### config.mk
export PLATFORM = sky130hd
export DESIGN_NAME = conv_sequencer
export DESIGN_NICKNAME = d
export VERILOG_FILES = /design/src/rtl/conv_sequencer.sv
export SDC_FILE = /design/constraint.sdc
export NUM_CORES = 1
export LEC_CHECK = 0
export CAP_MARGIN = 25
export CORE_UTILIZATION = 50
export CTS_BUF_LIST = sky130_fd_sc_hd__clkbuf_8
export DETAILED_ROUTE_END_ITERATION = 6
export PLACE_DENSITY_LB_ADDON = 0.05
export SYNTH_ARGS = -nofsm -noshare
export SYNTH_HDL_FRONTEND = slang
export SYNTH_SLANG_ARGS = --single-unit
### constraint.sdc
create_clock -name clk -period 5.4 [get_ports clk]
set_input_delay 0.81 -clock clk [delete_from_list [all_inputs] [get_ports clk]]
set_output_delay 0.81 -clock clk [all_outputs]
set_load 0.05 [all_outputs]
### src/rtl/conv_sequencer.sv
// conv_sequencer: address/control sequencer for one valid-mode K x K convolution
// pass over a single-channel IMG_W x IMG_H tile. For each output pixel (raster
// order) it issues K*K MAC taps, waits out the MAC pipeline, then offers the
// result to the output buffer with a valid/ready handshake.
module conv_sequencer #(
  parameter int IMG_W   = 8,
  parameter int IMG_H   = 8,
  parameter int K       = 3,
  parameter int MAC_LAT = 1,
  parameter int ADDR_W  = 8
) (
  input  logic              clk,
  input  logic              reset,
  input  logic              start,
  output logic              busy,
  output logic              done,
  output logic [ADDR_W-1:0] in_addr,
  output logic [7:0]        w_addr,
  output logic              mac_clr,
  output logic              mac_en,
  output logic              out_valid,
  input  logic              out_ready,
  output logic [ADDR_W-1:0] out_addr
);

  localparam int OUT_W = IMG_W - K + 1;
  localparam int OUT_H = IMG_H - K + 1;
  localparam int LAT_W = (MAC_LAT > 1) ? $clog2(MAC_LAT) : 1;

  localparam logic [7:0]        K_M1    = 8'(K - 1);
  localparam logic [7:0]        K_8     = 8'(K);
  localparam logic [ADDR_W-1:0] OW_M1   = ADDR_W'(OUT_W - 1);
  localparam logic [ADDR_W-1:0] OH_M1   = ADDR_W'(OUT_H - 1);
  localparam logic [ADDR_W-1:0] IMG_W_A = ADDR_W'(IMG_W);
  localparam logic [ADDR_W-1:0] OUT_W_A = ADDR_W'(OUT_W);
  localparam logic [LAT_W-1:0]  LAT_M1  = LAT_W'(MAC_LAT - 1);

  // Reject geometries the address arithmetic cannot represent.
  if (K < 1 || IMG_W < K || IMG_H < K || MAC_LAT < 1 || K * K > 256 ||
      ADDR_W < 1 || ADDR_W > 30 || (IMG_W * IMG_H - 1) >= (1 << ADDR_W)) begin : g_param_check
    $error("conv_sequencer: illegal parameter combination");
  end

  typedef enum logic [2:0] {
    S_IDLE,
    S_MAC,
    S_DRAIN,
    S_WRITE,
    S_DONE
  } state_t;

  state_t              state_q, state_d;
  logic [ADDR_W-1:0]   ox_q, ox_d;
  logic [ADDR_W-1:0]   oy_q, oy_d;
  logic [7:0]          kx_q, kx_d;
  logic [7:0]          ky_q, ky_d;
  logic [LAT_W-1:0]    lat_q, lat_d;

  logic [ADDR_W-1:0]   tap_row;
  logic [ADDR_W-1:0]   tap_col;

  // State and counter registers; reset aborts any pass in flight.
  always_ff @(posedge clk) begin
    if (reset) begin
      state_q <= S_IDLE;
      ox_q    <= '0;
      oy_q    <= '0;
      kx_q    <= '0;
      ky_q    <= '0;
      lat_q   <= '0;
    end else begin
      state_q <= state_d;
      ox_q    <= ox_d;
      oy_q    <= oy_d;
      kx_q    <= kx_d;
      ky_q    <= ky_d;
      lat_q   <= lat_d;
    end
  end

  // Next-state and counter stepping: taps inner, output pixels outer.
  always_comb begin
    state_d = state_q;
    ox_d    = ox_q;
    oy_d    = oy_q;
    kx_d    = kx_q;
    ky_d    = ky_q;
    lat_d   = lat_q;
    case (state_q)
      S_IDLE: begin
        if (start) begin
          state_d = S_MAC;
          ox_d    = '0;
          oy_d    = '0;
          kx_d    = '0;
          ky_d    = '0;
        end
      end
      S_MAC: begin
        if (kx_q == K_M1) begin
          kx_d = '0;
          if (ky_q == K_M1) begin
            ky_d    = '0;
            lat_d   = '0;
            state_d = S_DRAIN;
          end else begin
            ky_d = ky_q + 8'd1;
          end
        end else begin
          kx_d = kx_q + 8'd1;
        end
      end
      S_DRAIN: begin
        if (lat_q == LAT_M1) begin
          state_d = S_WRITE;
        end else begin
          lat_d = lat_q + LAT_W'(1);
        end
      end
      S_WRITE: begin
        if (out_ready) begin
          if (ox_q == OW_M1 && oy_q == OH_M1) begin
            state_d = S_DONE;
          end else begin
            state_d = S_MAC;
            if (ox_q == OW_M1) begin
              ox_d = '0;
              oy_d = oy_q + ADDR_W'(1);
            end else begin
              ox_d = ox_q + ADDR_W'(1);
            end
          end
        end
      end
      S_DONE: begin
        state_d = S_IDLE;
        ox_d    = '0;
        oy_d    = '0;
      end
      default: begin
        state_d = S_IDLE;
      end
    endcase
  end

  // Moore output decode; addresses are only driven in the state that uses them.
  always_comb begin
    busy      = 1'b0;
    done      = 1'b0;
    mac_en    = 1'b0;
    mac_clr   = 1'b0;
    out_valid = 1'b0;
    in_addr   = '0;
    w_addr    = '0;
    out_addr  = '0;
    tap_row   = oy_q + ADDR_W'(ky_q);
    tap_col   = ox_q + ADDR_W'(kx_q);
    case (state_q)
      S_MAC: begin
        busy    = 1'b1;
        mac_en  = 1'b1;
        mac_clr = (kx_q == 8'd0) && (ky_q == 8'd0);
        in_addr = tap_row * IMG_W_A + tap_col;
        w_addr  = ky_q * K_8 + kx_q;
      end
      S_DRAIN: begin
        busy = 1'b1;
      end
      S_WRITE: begin
        busy      = 1'b1;
        out_valid = 1'b1;
        out_addr  = oy_q * OUT_W_A + ox_q;
      end
      S_DONE: begin
        done = 1'b1;
      end
      default: begin
        busy = 1'b0;
      end
    endcase
  end

endmodule

==> metrics, run 1 <==
initial antenna violation count 0; cells on worst reg2reg path 6; Overall Global Routing Usage 0.229; Final Skew 10.3 ps; final setup vio count 0; post-synthesis mux area share 0.00284; minimum clock period after layout 4800 ps; Worst Min Path Start oy_q[5]; asr flop ratio synth 0; leakage power 0.00179 uW; First-pass DRT Iterations 4; routability cong. 0.843; Adder-Cell Fraction of Synth Area 0.266; synthesized area 0.00352 sq mm; CTS hold repair buffers 0; Synth-to-Final Area Change 14.1%; critical path's largest stage delay 800 ps; WP data arrival 3990 ps; largest net degree at the start of global routing 24; CP bufs+invs 2; Max Freq 208 MHz; cell mode on critical path ha_1; FF+latch count, synth 35; share of cells above drive strength 1 0.0397; vias 3060; Worst Tran Pin Value 730 ps; CTS max path bufs 2; post-route ant nets 0; r2r startpoint state_q[0]; Die Span X 86.0 um; syn avg cell area 8.31 sq um; Hold Path Class reg -> reg; Final Hold Fails 0; TNS Setup 0 ps; maxcap violations 0; grt ovf 0; root buffer cell clkbuf_8; vias in the first global route 2764; clk_lat worst skew 300 ps; Die H 86.0 um; Iter 0 DRT Violations 82; Routed wire per std cell 14.9 um; Antenna Cells 0; post-synthesis xor/xnor area fraction 0.0735; Power Density 141 mW/mm^2; DP Area 0.00392 sq mm; largest family of logic cells by synthesized area adder cells; synth top area cells dfxtp_1 (20%), ha_1 (18%), fa_1 (8.5%); WL final 8190 um; Crit. End Element output port; Starting Density 0.519; clock sinks 35; CP Class reg -> out; Post-Layout Inst Area 0.00402 sq mm; vias per cell 5.57; Compound-Gate Fraction of Synth Area 0.176; Ports 33; period utilisation layout 0.890; Worst Path Required 4590 ps; sequential share of the synthesized area 0.199; crit-path cells ha_1, a21o_1, a21oi_1, xor2_1, fa_1, inv_1, ha_1, or4b_2, nand3_1, clkdlybuf4s50_1; CP Max Fanout 8; Final #Nets 522; postcts setup bufs 0; Core Area 0.00679 sq mm; worst vdd ir 103 uV; Clk pin slew, worst setup/hold paths 80 ps; unrepaired setup endpoints after global routing no; TritonCTS clock tree built; Post-CTS Resized 0; I/O Buffers 32; post-synth top area cell dfxtp_1; top_reg_cell synth dfxtp_1; Simple-Gate Fraction of Synth Area 0.227; Mapped Nets 494; Post-synth EDFFs 0; Synth Instances 424; DRC Markers 0; status completed; Core Util, Final 0.592; first-pass GRT wire length 13400 um; Syn. warnings 0; DIE AREA 0.00739 sq mm; Max Slew Vio Count 0; Worst Hold End oy_q[5]; family with the most delay on the worst path adder cells; Tot Pwr 569 uW; Min-Delay Path Depth 2; Worst R2R Setup Slack 2340 ps; Yosys cell types 54; CTS buffer count 5; dpl hpwl 6230 um; Worst Setup Start Kind register; Rows 30; end of the worst register-to-register path oy_q[6]; Worst path slowest cell clkdlybuf4s50_1; CTS H-tree lvls 2; Slew HR 0.512; share of Yosys cell area claimed by the top area cell type 0.199; Hold WS 516 ps
==> stage by stage <==
| step | instances | worst slack [ps] |
|---|---|---|
| detailed placement | 540 | 905 |
| floorplan | 424 | 1470 |
| global placement | 539 | 956 |
| global route | 549 | 441 |
| finish | 549 | 595 |
| CTS | 548 | 590 |
==> Yosys cell counts (all sizes together) (4+ instances only) <==
cell type	instances
nor2	47
or4b	4
nor3	11
and2	9
or4	5
nand3	12
xnor2	22
a31oi	6
nor2b	4
o21ai	15
nor3b	8
a21o	12
ha	51
xor2	5
a211oi	7
nand2	13
nand4b	5
a21oi	34
dfxtp	35
fa	15
or3	4
clkbuf	11
inv	37
and3	4
==> worst min-delay path, stage by stage (launching register included) <==
cell and delay (ps):
dfxtp_1 340, o21ai_0 70, a21oi_1 60
==> cell type report <==
cell class,instances,area (sq um)
multi-input cells,338,2630
fillers,649,2770
flip-flops and latches,35,701
inverters,37,139
well taps,96,120
clock inverters,3,20.0
clock buffers,5,68.8
repair buffers,35,343
==> cells by family after synthesis <==
logic type               Yosys count
flip-flops                        35
AO/OA/AOI/OAI                     97
buffers and inverters             51
AND/OR/NAND/NOR                  146
XOR/XNOR                          28
adder cells (fa/ha/maj)           66
multiplexers                       1
==> layout by cell type, fill, tap and decap left out, types with 4 or more instances in the layout <==
master,instances
nand3_1,12
nor2b_1,4
clkbuf_8,5
xnor2_1,22
and3_1,4
o21ai_0,14
a211oi_1,7
clkdlybuf4s50_1,32
a31oi_1,6
a21o_1,12
fa_1,15
ha_1,51
inv_1,37
nand2_1,13
dfxtp_1,35
nand4b_1,5
or3_1,4
and2_1,9
nor3b_1,8
or4_1,5
a21oi_1,33
nor3_1,11
nor2_1,47
xor2_1,5
==> state kept, by name (all words and copies together) (netlist names) <==
name and flops:
state_q 3, ox_q 8, kx_q 8, oy_q 8, ky_q 8
==> routing by layer <==
metal	track usage	vias up	share of wire
met5	0	-	0
met4	0.0409	0	0.0070
met3	0.0289	5	0.026
met2	0.349	46	0.43
met1	0.348	1449	0.54
li1	-	1560	-
==> worst max-delay path by stage <==
stage,from,endpoint,slack (ps),depth (start not counted)
final,ky_q[1],in_addr[6],600,10
after detailed placement,ky_q[1],in_addr[6],910,10
after floorplan,oy_q[1],out_addr[5],1470,6
after global placement,ky_q[1],in_addr[6],960,10
after global routing,ky_q[1],in_addr[6],440,10
after CTS,ky_q[1],in_addr[6],590,10
==> power by group <==
group          internal (uW)  leakage, uW  switching [uW]  total, uW
Combinational           33.9      0.00147            66.3        100
Sequential               262     0.000283            9.55        271
Clock                   89.9    0.0000402             107        197
Total                    385      0.00179             183        569
(Power assumes the default switching activity.)
==> inputs of run 2 (changes only) <==
--- a/config.mk
+++ b/config.mk
@@ -10,6 +10,7 @@
 export CTS_BUF_LIST = sky130_fd_sc_hd__clkbuf_8
 export DETAILED_ROUTE_END_ITERATION = 6
 export PLACE_DENSITY_LB_ADDON = 0.05
+export RECOVER_POWER = 25
 export SYNTH_ARGS = -nofsm -noshare
 export SYNTH_HDL_FRONTEND = slang
 export SYNTH_SLANG_ARGS = --single-unit
==> run 2 against run 1 <==
Via count shrank 1.2%. Hold slack improved by 0.58 ps. Routed wire length shrank 1.1%. Core utilization fell by 0.055 points. Final cell count did not move. Non-clock buffer count is the same. First-iteration DRC count up 24%. Register-to-register slack about the same. Flip-flop and latch count did not move. Sequential power hardly changed.
==> metrics, run 2 (synthesized netlist as in run 1, its figures left out) <==
leakage power 0.00179 uW (about the same); Worst Setup Start Kind register (unchanged); sequential share of power 0.479 (was 0.477); status completed (unchanged); Worst Path Required 4590 ps (about the same); unrepaired setup endpoints after global routing no (unchanged); dpl hpwl 6230 um (unchanged); share of cells above drive strength 1 0.0353 (was 0.0397); Clock Power Share 0.348 (was 0.347); Power Density 141 mW/mm^2 (about the same); clock sinks 35 (unchanged); CTS max path bufs 2 (unchanged); Place WS 905 ps (unchanged); Final Skew 9.18 ps (was 10.3 ps); Starting Density 0.519 (unchanged); Final #Nets 522 (unchanged); Antenna Cells 0 (unchanged); vias per cell 5.50 (was 5.57); TritonCTS clock tree built (unchanged); Tot Pwr 566 uW (was 569 uW); Max Slew Vio Count 0 (unchanged); CTS hold repair buffers 0 (unchanged); Die Span X 86.0 um (unchanged); First-pass DRT Iterations 4 (unchanged); Clk pin slew, worst setup/hold paths 80 ps (about the same); Worst Tran Pin Value 733 ps (was 730 ps); first-pass GRT wire length 13400 um (unchanged); routability cong. 0.843 (unchanged); Sw Ratio 0.321 (was 0.322); Synth-to-Final Area Change 14.0% (was 14.1%); fillcell total 651 (was 649); maxcap violations 0 (unchanged); CTS H-tree lvls 2 (unchanged); Post-CTS Resized 0 (unchanged); Core Util, Final 0.591 (was 0.592); minimum clock period after layout 4800 ps (about the same); vias 3022 (was 3060); TNS Setup 0 ps (unchanged); CP Class reg -> out (unchanged); DRC Markers 0 (unchanged); postcts setup bufs 0 (unchanged); I/O Buffers 32 (unchanged); Overall Global Routing Usage 0.229 (unchanged); Final Hold Fails 0 (unchanged); CTS buffer count 5 (unchanged); Rows 30 (unchanged); Die H 86.0 um (unchanged); initial antenna violation count 0 (unchanged); Iter 0 DRT Violations 102 (was 82); most frequent cells in the layout ha_1 (51), nor2_1 (47), inv_1 (37) (unchanged); Slew HR 0.510 (was 0.512); period utilisation layout 0.889 (was 0.890); root buffer cell clkbuf_8 (unchanged); DIE AREA 0.00739 sq mm (unchanged); Psw 182 uW (was 183 uW); final setup vio count 0 (unchanged); grt ovf 0 (unchanged); Core Area 0.00679 sq mm (unchanged); Hold Path Class reg -> reg (unchanged); commonest non-fill, non-tap cell in the layout ha_1 (unchanged); Ports 33 (unchanged); Max Freq 208 MHz (about the same); WL final 8100 um (was 8190 um); CP Max Fanout 8 (unchanged); Int Pwr 384 uW (was 385 uW); clk_lat worst skew 290 ps (was 300 ps); Crit. End Element output port (unchanged); Routed wire per std cell 14.8 um (was 14.9 um); post-route ant nets 0 (unchanged); vias in the first global route 2764 (unchanged); worst vdd ir 102 uV (was 103 uV); combinational share of power 0.174 (was 0.176); WP data arrival 3990 ps (about the same); Final Worst Setup Slack 600 ps (was 595 ps); largest net degree at the start of global routing 24 (unchanged)
## run 2: changes by cell type in the layout (fill, tap and decap cells not counted)
cell,change
or3b_2,-1
clkdlybuf4s50_1,-1
or3b_1,+1
clkbuf_1,+1
dlygate4sd3_1,+1
buf_4,-1
## run 2: final cells by class
cell class              count  area (sq um)  share of cell area
inverters                  37           139              0.0346
clock inverters             3          20.0             0.00498
well taps                  96           120              0.0299
flip-flops and latches     35           701               0.174
multi-input cells         338          2630               0.655
repair buffers             35           339              0.0844
clock buffers               5          68.8              0.0171
## run 2: per-layer routing
metal  up-vias  part of all wire  global-route usage
li1       1561                 -                   -
met1      1413              0.52               0.348
met2        43              0.44               0.349
met3         5             0.033              0.0289
met4         0            0.0070              0.0409
met5         -                 0                   0
## run 2: final timing paths
check / startpoint / to / slack [ps] / cells after the start
hold reg to reg: oy_q[5] / oy_q[5] / 520 / 2
hold / removal: oy_q[5] / oy_q[5] / 520 / 2
setup reg to reg: state_q[0] / oy_q[6] / 2330 / 6
setup / recovery: ky_q[1] / in_addr[6] / 600 / 10
## run 2: power by group through the flow
stage | combinational, uW | clock, uW | sequential, uW
finish | 98.3 | 197 | 271
global route | 107 | 215 | 272
CTS | 98.3 | 200 | 271
detailed placement | 97.6 | 0 | 277
global placement | 95.9 | 0 | 277
floorplan | 71.8 | 0 | 273
## run 2: stage by stage
step / hold slack (ps) / cell area (sq um) / std cells
final: 517 / 4020 / 549
after global routing: 538 / 4020 / 549
after CTS: 520 / 4010 / 548
after detailed placement: 509 / 3920 / 540
after global placement: 499 / 3920 / 539
after floorplan: 467 / 3520 / 424
## run 2: worst max-delay path, cell delays in order, from the launching register on
cell and delay (ps):
dfxtp_1 540, ha_1 300, a21o_1 150, a21oi_1 170, xor2_1 100, fa_1 480, inv_1 40, ha_1 340
or4b_2 670, nand3_1 100, clkdlybuf4s50_1 800
